==> config.mk <==
export PLATFORM = sky130hd
export DESIGN_NAME = rx_timer_ctrl
export DESIGN_NICKNAME = d
export VERILOG_FILES = /design/src/rtl/rx_timer_pkg.sv /design/src/rtl/flex_counter.sv /design/src/rtl/rx_timer_ctrl.sv
export SDC_FILE = /design/constraint.sdc
export NUM_CORES = 1
export LEC_CHECK = 0
export BUFFER_PORTS_ARGS = -buffer_cell sky130_fd_sc_hd__buf_2
export CAP_MARGIN = 40
export CORE_MARGIN = 1
export CORE_UTILIZATION = 35
export CTS_BUF_LIST = sky130_fd_sc_hd__clkbuf_16
export CTS_CLUSTER_SIZE = 14
export DETAILED_ROUTE_END_ITERATION = 8
export SKIP_LAST_GASP = 1
export SLEW_MARGIN = 5
export SYNTH_ARGS = -nofsm -noshare
export SYNTH_HDL_FRONTEND = slang
export SYNTH_HIERARCHICAL = 1
export SYNTH_SLANG_ARGS = --single-unit
==> constraint.sdc <==
create_clock -name clk -period 3.8 [get_ports clk]
set_input_delay 0.57 -clock clk [delete_from_list [all_inputs] [get_ports clk]]
set_output_delay 0.57 -clock clk [all_outputs]
set_load 0.01 [all_outputs]
==> src/rtl/rx_timer_pkg.sv <==
// +----------------------------------------------------------------------+
// | rx_timer_pkg: shared state encoding and minimum bit-timing limits    |
// | Revision: 1.0                                                        |
// +----------------------------------------------------------------------+
`default_nettype none

package rx_timer_pkg;

  typedef enum logic [1:0] {
    IDLE = 2'd0,
    RUN  = 2'd1,
    DONE = 2'd2
  } state_t;

  localparam int MIN_CYC_PER_BIT   = 2;
  localparam int MIN_BITS_PER_WORD = 1;

endpackage

`default_nettype wire

==> src/rtl/flex_counter.sv <==
// +----------------------------------------------------------------------+
// | flex_counter: up-counter 1..rollover_val with sync clear             |
// | Revision: 1.0                                                        |
// +----------------------------------------------------------------------+
`default_nettype none

module flex_counter #(
  parameter int NUM_CNT_BITS = 4
) (
  input  logic                    clk,
  input  logic                    n_rst,
  input  logic                    clear,
  input  logic                    count_enable,
  input  logic [NUM_CNT_BITS-1:0] rollover_val,
  output logic [NUM_CNT_BITS-1:0] count_out,
  output logic                    rollover_flag
);

  logic [NUM_CNT_BITS-1:0] r_count;
  logic [NUM_CNT_BITS-1:0] w_base;
  logic [NUM_CNT_BITS-1:0] w_next;

  // Clear together with enable restarts the count at 1 in the same edge.
  always_comb begin
    w_base = clear ? '0 : r_count;
    w_next = w_base;
    if (count_enable) begin
      if (w_base == rollover_val) begin
        w_next = NUM_CNT_BITS'(1);
      end else begin
        w_next = w_base + NUM_CNT_BITS'(1);
      end
    end
  end

  always_ff @(posedge clk or negedge n_rst) begin
    if (!n_rst) begin
      r_count <= '0;
    end else begin
      r_count <= w_next;
    end
  end

  assign count_out     = r_count;
  assign rollover_flag = (r_count == rollover_val);

endmodule

`default_nettype wire

==> src/rtl/rx_timer_ctrl.sv <==
// +----------------------------------------------------------------------+
// | rx_timer_ctrl: receive bit-timing sequencer (strobe/bit_end/done).   |
// | Optional start-config check: define RX_TIMER_CFG_CHK_EN.             |
// | Revision: 1.0                                                        |
// +----------------------------------------------------------------------+
`default_nettype none

module rx_timer_ctrl #(
  parameter int CYC_W  = 4,
  parameter int BITS_W = 4
) (
  input  logic              clk,
  input  logic              n_rst,
  input  logic              start,
  input  logic              abort,
  input  logic [CYC_W-1:0]  cycles_per_bit,
  input  logic [BITS_W-1:0] bits_per_word,
  output logic              sample_strobe,
  output logic              bit_end,
  output logic              word_done,
  output logic              busy
`ifdef RX_TIMER_CFG_CHK_EN
  ,
  output logic              cfg_err
`endif
);

  import rx_timer_pkg::*;

  localparam logic [CYC_W-1:0]  C_MIN_P = CYC_W'(MIN_CYC_PER_BIT);
  localparam logic [BITS_W-1:0] C_MIN_N = BITS_W'(MIN_BITS_PER_WORD);

  state_t            r_state;
  state_t            w_state_next;
  logic [CYC_W-1:0]  r_p;
  logic [CYC_W-1:0]  r_h;
  logic [BITS_W-1:0] r_n;
  logic [CYC_W-1:0]  w_p_lat;
  logic [BITS_W-1:0] w_n_lat;
  logic [CYC_W-1:0]  w_cyc_cnt;
  logic [BITS_W-1:0] w_bit_cnt;
  logic              w_cyc_flag;
  logic              w_bit_flag;
  logic              w_start_req;
  logic              w_accept;
  logic              w_run;
  logic              w_last_bit;
  logic              w_clear;
  logic              w_cyc_en;
  logic              w_bit_en;

  assign w_run       = (r_state == RUN);
  assign w_start_req = start && !abort && ((r_state == IDLE) || (r_state == DONE));

`ifdef RX_TIMER_CFG_CHK_EN
  logic w_cfg_bad;
  logic w_refuse;
  logic r_cfg_err;

  assign w_cfg_bad = (cycles_per_bit < C_MIN_P) || (bits_per_word < C_MIN_N);
  assign w_accept  = w_start_req && !w_cfg_bad;
  assign w_refuse  = w_start_req && w_cfg_bad;
  assign w_p_lat   = cycles_per_bit;
  assign w_n_lat   = bits_per_word;

  always_ff @(posedge clk or negedge n_rst) begin
    if (!n_rst) begin
      r_cfg_err <= 1'b0;
    end else begin
      r_cfg_err <= w_refuse;
    end
  end

  assign cfg_err = r_cfg_err;
`else
  // Out-of-range settings are raised to the smallest legal word.
  assign w_accept = w_start_req;
  assign w_p_lat  = (cycles_per_bit < C_MIN_P) ? C_MIN_P : cycles_per_bit;
  assign w_n_lat  = (bits_per_word < C_MIN_N) ? C_MIN_N : bits_per_word;
`endif

  // The bit counter only equals N in DONE, so its flag doubles as end-of-word clear.
  assign w_last_bit = (w_bit_cnt == (r_n - BITS_W'(1)));
  assign w_clear    = w_accept || abort || w_bit_flag;
  assign w_cyc_en   = w_accept || (w_run && !abort);
  assign w_bit_en   = w_run && w_cyc_flag && !abort;

  flex_counter #(
    .NUM_CNT_BITS (CYC_W)
  ) u_cyc_cnt (
    .clk           (clk),
    .n_rst         (n_rst),
    .clear         (w_clear),
    .count_enable  (w_cyc_en),
    .rollover_val  (r_p),
    .count_out     (w_cyc_cnt),
    .rollover_flag (w_cyc_flag)
  );

  flex_counter #(
    .NUM_CNT_BITS (BITS_W)
  ) u_bit_cnt (
    .clk           (clk),
    .n_rst         (n_rst),
    .clear         (w_clear),
    .count_enable  (w_bit_en),
    .rollover_val  (r_n),
    .count_out     (w_bit_cnt),
    .rollover_flag (w_bit_flag)
  );

  always_comb begin
    w_state_next = r_state;
    case (r_state)
      IDLE: begin
        if (w_accept) w_state_next = RUN;
      end
      RUN: begin
        if (abort) begin
          w_state_next = IDLE;
        end else if (w_cyc_flag && w_last_bit) begin
          w_state_next = DONE;
        end
      end
      DONE: begin
        w_state_next = w_accept ? RUN : IDLE;
      end
      default: w_state_next = IDLE;
    endcase
  end

  always_ff @(posedge clk or negedge n_rst) begin
    if (!n_rst) begin
      r_state <= IDLE;
      r_p     <= C_MIN_P;
      r_h     <= C_MIN_P >> 1;
      r_n     <= C_MIN_N;
    end else begin
      r_state <= w_state_next;
      if (w_accept) begin
        r_p <= w_p_lat;
        r_h <= w_p_lat >> 1;
        r_n <= w_n_lat;
      end
    end
  end

  assign sample_strobe = w_run && (w_cyc_cnt == r_h);
  assign bit_end       = w_run && w_cyc_flag;
  assign word_done     = (r_state == DONE);
  assign busy          = (r_state == RUN) || (r_state == DONE);

endmodule

`default_nettype wire

==> results of run 1 <==
flip-flops by register name, summed over array words and instances (netlist names):
register             flops
r_n                      4
u_bit_cnt/count_out      4
r_p                      4
u_cyc_cnt/count_out      4
r_state                  2
final timing paths:
check                      cells after the start  slack, ns                endpoint
setup / recovery                               8       1.01  u_bit_cnt/count_out[2]
hold / removal                                 1       0.25              r_state[0]
setup reg to reg                               8       1.01  u_bit_cnt/count_out[2]
hold reg to reg                                2       0.56                  r_p[1]
max in group asynchronous                      1       3.22                  r_n[0]
min in group clk                               2       0.56                  r_p[1]
cell families after synthesis:
group | after synthesis | share of synthesized area
AND/OR/NAND/NOR | 56 | 0.228
AO/OA/AOI/OAI | 33 | 0.187
XOR/XNOR | 18 | 0.122
flip-flops | 18 | 0.321
buffers and inverters | 13 | 0.0479
adder cells (fa/ha/maj) | 7 | 0.0621
multiplexers | 4 | 0.0319
through the flow:
step	cell area [sq um]	utilization
2_1_floorplan	1410	-
3_3_place_gp	1510	0.399
3_5_place_dp	1510	0.399
4_1_cts	1580	0.420
5_1_grt	1590	0.421
6_report	1590	0.421
cell type report:
cell class              instances  area share
clock buffers                   3      0.0472
clock inverters                 1     0.00236
inverters                       7      0.0165
multi-input cells             118       0.561
flip-flops and latches         18       0.285
well taps                      48      0.0378
repair buffers                 16      0.0504
power by group:
| group | internal [uW] | total (uW) | switching (uW) |
|---|---|---|---|
| logic | 194 | 413 | 219 |
| clock network | 140 | 215 | 75.3 |
| registers | 252 | 349 | 97.7 |
routing by layer:
layer / routed length, um / up-vias / track usage
li1: - / 559 / -
met3: 118 / 2 / 0.0278
met2: 1330 / 24 / 0.246
met4: 15 / 0 / 0.0380
met1: 1470 / 551 / 0.205
met5: 0 / - / 0
placed cells by master, fill, tap and decap left out, types with 4 or more instances in the layout:
cell,n
xor2_1,9
dfrtp_1,16
ha_1,7
nand3_1,4
o21ai_0,9
nand2_1,9
xnor2_1,8
buf_2,16
mux2_2,4
nor3_1,6
inv_1,7
nor2_1,18
==> impl_metrics.yaml, run 1 <==
sta:
  drv_slew: 0
  clock_skew_ns: 0.00515
  fin_tns_setup_ns: 0
  hold_viol: 0
  whs_ns: 0.251
  maxSlewHeadroom: 0.531
  setup_viol: 0
  setup_ws_ns: 1.01
  fmax_mhz: 358
  worst_pin_slew_ns: 0.701
  rsz0062_at_grt: "no"
  period_share: 0.734
  min_period_ns: 2.79
placement:
  dp_cells: 206
  pre_cts_slack_ns: 1.03
  dpl.hpwl_um: 2230
  place_congestion: 0.830
  port_buffers: 15
yosys:
  ys_async_sr_fraction: 1.00
  synthDistinctLibCells: 43
  ys_ff_latch: 18
  yosysTopAreaCell: "dfrtp_1"
  yosys_warnings: 6
  synth_top_area_share: 0.284
  yosysMostFrequentCell: "nor2_1"
  synthFlopType: "dfrtp_1"
  syn-num-nets: 168
  synth_area_per_cell_sq_um: 9.47
  postSynthCellCount: 149
  ys_seq_area_frac: 0.321
  synthTopCellsByCount: "nor2_1 (18), dfrtp_1 (16), nand2_1 (9), o21ai_0 (9), xor2_1 (9)"
  synth_area_sq_um: 1410
  synth_edf_count: 0
  synth_top_cells_by_area: "dfrtp_1 (28%), ha_1 (6.2%), xor2_1 (5.6%), xnor2_1 (5.0%), nor2_1 (4.8%)"
clock_network:
  cts_made_buffers: 3
  tritoncts: "done"
  cts.sinks: 18
  htree_levels: 1
  ctsHoldBuffers: 0
  cts_setup_buffers: 0
  insertion_delay_ns: 0.25
  clock_path_buffers: 2
  cts-resized-gates: 0
  path_clk_slew_ns: 0.06
  clk_root_buffer_cell: "clkbuf_16"
drt:
  drc: 0
  drt-initial-drc-count: 51
  antenna_left: 0
  vias_per_cell: 5.38
  firstDrtPassIters: 4
  wl_per_cell_um: 13.9
  routed_wl_um: 2940
  num_vias: 1136
floorplanning:
  die_h_um: 65.5
  die_w_um: 65.5
  start_util: 0.374
  io_pins: 16
  die_area_sq_um: 4290
  core.rowCount: 22
  core_sq_um: 3770
critical_path:
  r2r-start: "r_state[0]"
  critPathLaunchType: "register"
  cp_slowest_stage_delay_ns: 0.66
  cp_data_arrival_time_ns: 2.91
  critPathSlowestCell: "or4_4"
  crit_required_ns: 3.92
  critPathCaptureType: "register"
  critPathKind: "register to register"
  crit_chain: "inv_1 > ha_1 > o21ai_2 > nand2_1 > or4_4 > a32oi_4 > o21a_1 > o22ai_1"
  cp_num_buf_inv: 1
  critical_path.startpoint: "r_state[0]"
  worstPathMaxFanout: 20
  critical_path.top_delay_family: "simple AND/OR/NAND/NOR gates"
power_and_ir_drop:
  irDropWorstVdd_v: 0.000328
  power_leakage_uw: 0.000665
  power_uw: 978
  p_per_area_nw_per_um2: 615
layout:
  finalNonFillerCells: 211
  nets: 183
  syn_to_final_growth_pct: 12.6
  drive_gt1_frac: 0.221
  seqCellArea_sq_um: 453
  fillers: 377
  diodes: 0
  multiInputGateArea_sq_um: 891
flow_run:
  cap_violations: 0
run_status:
  outcome: "complete, no violations"
global_routing:
  grt_usage: 0.151
  grt-ovfl-total: 0
  antenna_found_initial: 0
  grt_max_degree: 21
  grt_pass1_wl_um: 4930
  grt_pass1_vias: 1092
worst_hold_path:
  hp-class: "input port to asynchronous set/reset pin"
(Power assumes the default switching activity.)
==> run 2: changes to the inputs <==
Clock period 3.8 ns to 2.65 ns, I/O delays scaled along.
==> run 2 against run 1 <==
Fmax is 16% higher. Flip-flop and latch count unchanged. Critical endpoint is now u_cyc_cnt/count_out[2]. Largest cell class unchanged. Design area increased by 2.0%. Via count down 2.6%. Die area is the same. Sequential share of layout area fell by 0.57 points.
==> impl_metrics.yaml, run 2 (same netlist as run 1, synthesis figures left out) <==
drt:
  firstDrtPassIters: 4
  vias_per_cell: 5.17
  antenna_left: 0
  wl_per_cell_um: 13.9
  drc: 0
  routed_wl_um: 2960
  drt-initial-drc-count: 42
  num_vias: 1107
floorplanning:
  io_pins: 16
  start_util: 0.374
  core.rowCount: 22
  die_area_sq_um: 4290
  die_h_um: 65.5
  die_w_um: 65.5
  core_sq_um: 3770
flow_run:
  cap_violations: 0
critical_path:
  worstPathMaxFanout: 9
  worstSetupEndpoint: "u_cyc_cnt/count_out[2]"
  critPathCaptureType: "register"
  r2r-end: "u_cyc_cnt/count_out[2]"
  critical_path.startpoint: "r_state[0]"
  crit_required_ns: 2.78
  r2r-start: "r_state[0]"
  critPathKind: "register to register"
  r2r_slack_ns: 0.24
  critPathLaunchType: "register"
  reg2regPathDepth: 10
  cp_data_arrival_time_ns: 2.54
power_and_ir_drop:
  irDropWorstVdd_v: 0.000481
  power_leakage_uw: 0.000685
  p_per_area_nw_per_um2: 882
placement:
  dpl.hpwl_um: 2290
  port_buffers: 15
  place_congestion: 0.870
sta:
  fin_tns_setup_ns: 0
  rsz0062_at_grt: "no"
  period_share: 0.910
  fmax_mhz: 415
  hold_viol: 0
  worst_pin_slew_ns: 0.682
  maxSlewHeadroom: 0.544
  min_period_ns: 2.41
  drv_slew: 0
  clock_skew_ns: 0.00281
  setup_viol: 0
global_routing:
  grt_pass1_vias: 1129
  grt_max_degree: 19
  grt_usage: 0.164
  grt-ovfl-total: 0
  grt_pass1_wl_um: 5310
  antenna_found_initial: 0
layout:
  fillers: 355
  syn_to_final_growth_pct: 14.9
  mostFrequentLayoutCells: "nor2_1 (18), dfrtp_1 (16), buf_2 (15)"
  diodes: 0
  final_common_cell: "nor2_1"
  nets: 186
  final_core_util: 0.430
  drive_gt1_frac: 0.235
clock_network:
  ctsHoldBuffers: 0
  htree_levels: 1
  cts-resized-gates: 0
  insertion_delay_ns: 0.25
  path_clk_slew_ns: 0.05
  cts_made_buffers: 3
  clk_root_buffer_cell: "clkbuf_16"
  tritoncts: "done"
  clock_path_buffers: 2
  cts_setup_buffers: 0
  cts.sinks: 18
worst_hold_path:
  hp-class: "input port to asynchronous set/reset pin"
run_status:
  outcome: "complete, no violations"
[run 2: cell type report]
cell class / count / area [sq um] / share of cell area
Timing Repair Buffer: 19 / 105 / 0.0648
Tap cell: 48 / 60.1 / 0.0370
Clock buffer: 3 / 75.1 / 0.0463
Multi-Input combinational cell: 118 / 898 / 0.554
Clock inverter: 1 / 3.75 / 0.00231
Inverter: 7 / 26.3 / 0.0162
Sequential cell: 18 / 453 / 0.279
[run 2: where the power goes]
part / leakage [uW] / switching [uW] / total [uW] / internal [uW]
clock: 0.0000423 / 107 / 308 / 201
combinational: 0.000413 / 332 / 629 / 296
sequential: 0.000229 / 132 / 493 / 361
[run 2: layer usage]
metal	part of all wire	vias up	global-route usage
li1	-	566	-
met1	0.49	515	0.218
met2	0.47	21	0.267
met3	0.032	5	0.0260
met4	0.014	0	0.0571
met5	0	-	0
[run 2: how the worst min path moves through the flow]
stage / from / end / cells past startpoint
floorplan: n_rst / r_n[1] / 0
global placement: n_rst / u_bit_cnt/count_out[1] / 1
detailed placement: n_rst / u_bit_cnt/count_out[2] / 1
CTS: n_rst / u_bit_cnt/count_out[2] / 1
global route: n_rst / u_bit_cnt/count_out[1] / 1
finish: n_rst / u_bit_cnt/count_out[2] / 1
[run 2: metrics by stage]
stage          hold slack [ns]  cells  total power, uW  setup slack [ns]  cell area, sq um
2_1_floorplan            0.102    149              972             0.321              1410
3_3_place_gp             0.356    210             1100             0.341              1540
3_5_place_dp             0.366    210             1120             0.168              1540
4_1_cts                 0.0937    214             1440             0.156              1610
5_1_grt                  0.108    214             1550            0.0547              1620
6_report                0.0724    214             1430             0.238              1620
[run 2: worst max-delay path, stage by stage, from the launching register on]
cell and delay [ns]:
dfrtp_1 0.39, inv_1 0.10, ha_1 0.27, o21ai_4 0.26, nand2_1 0.15, buf_4 0.19
and2b_1 0.26, nand3_1 0.13, a32oi_4 0.32, o21a_1 0.15, o22ai_1 0.07
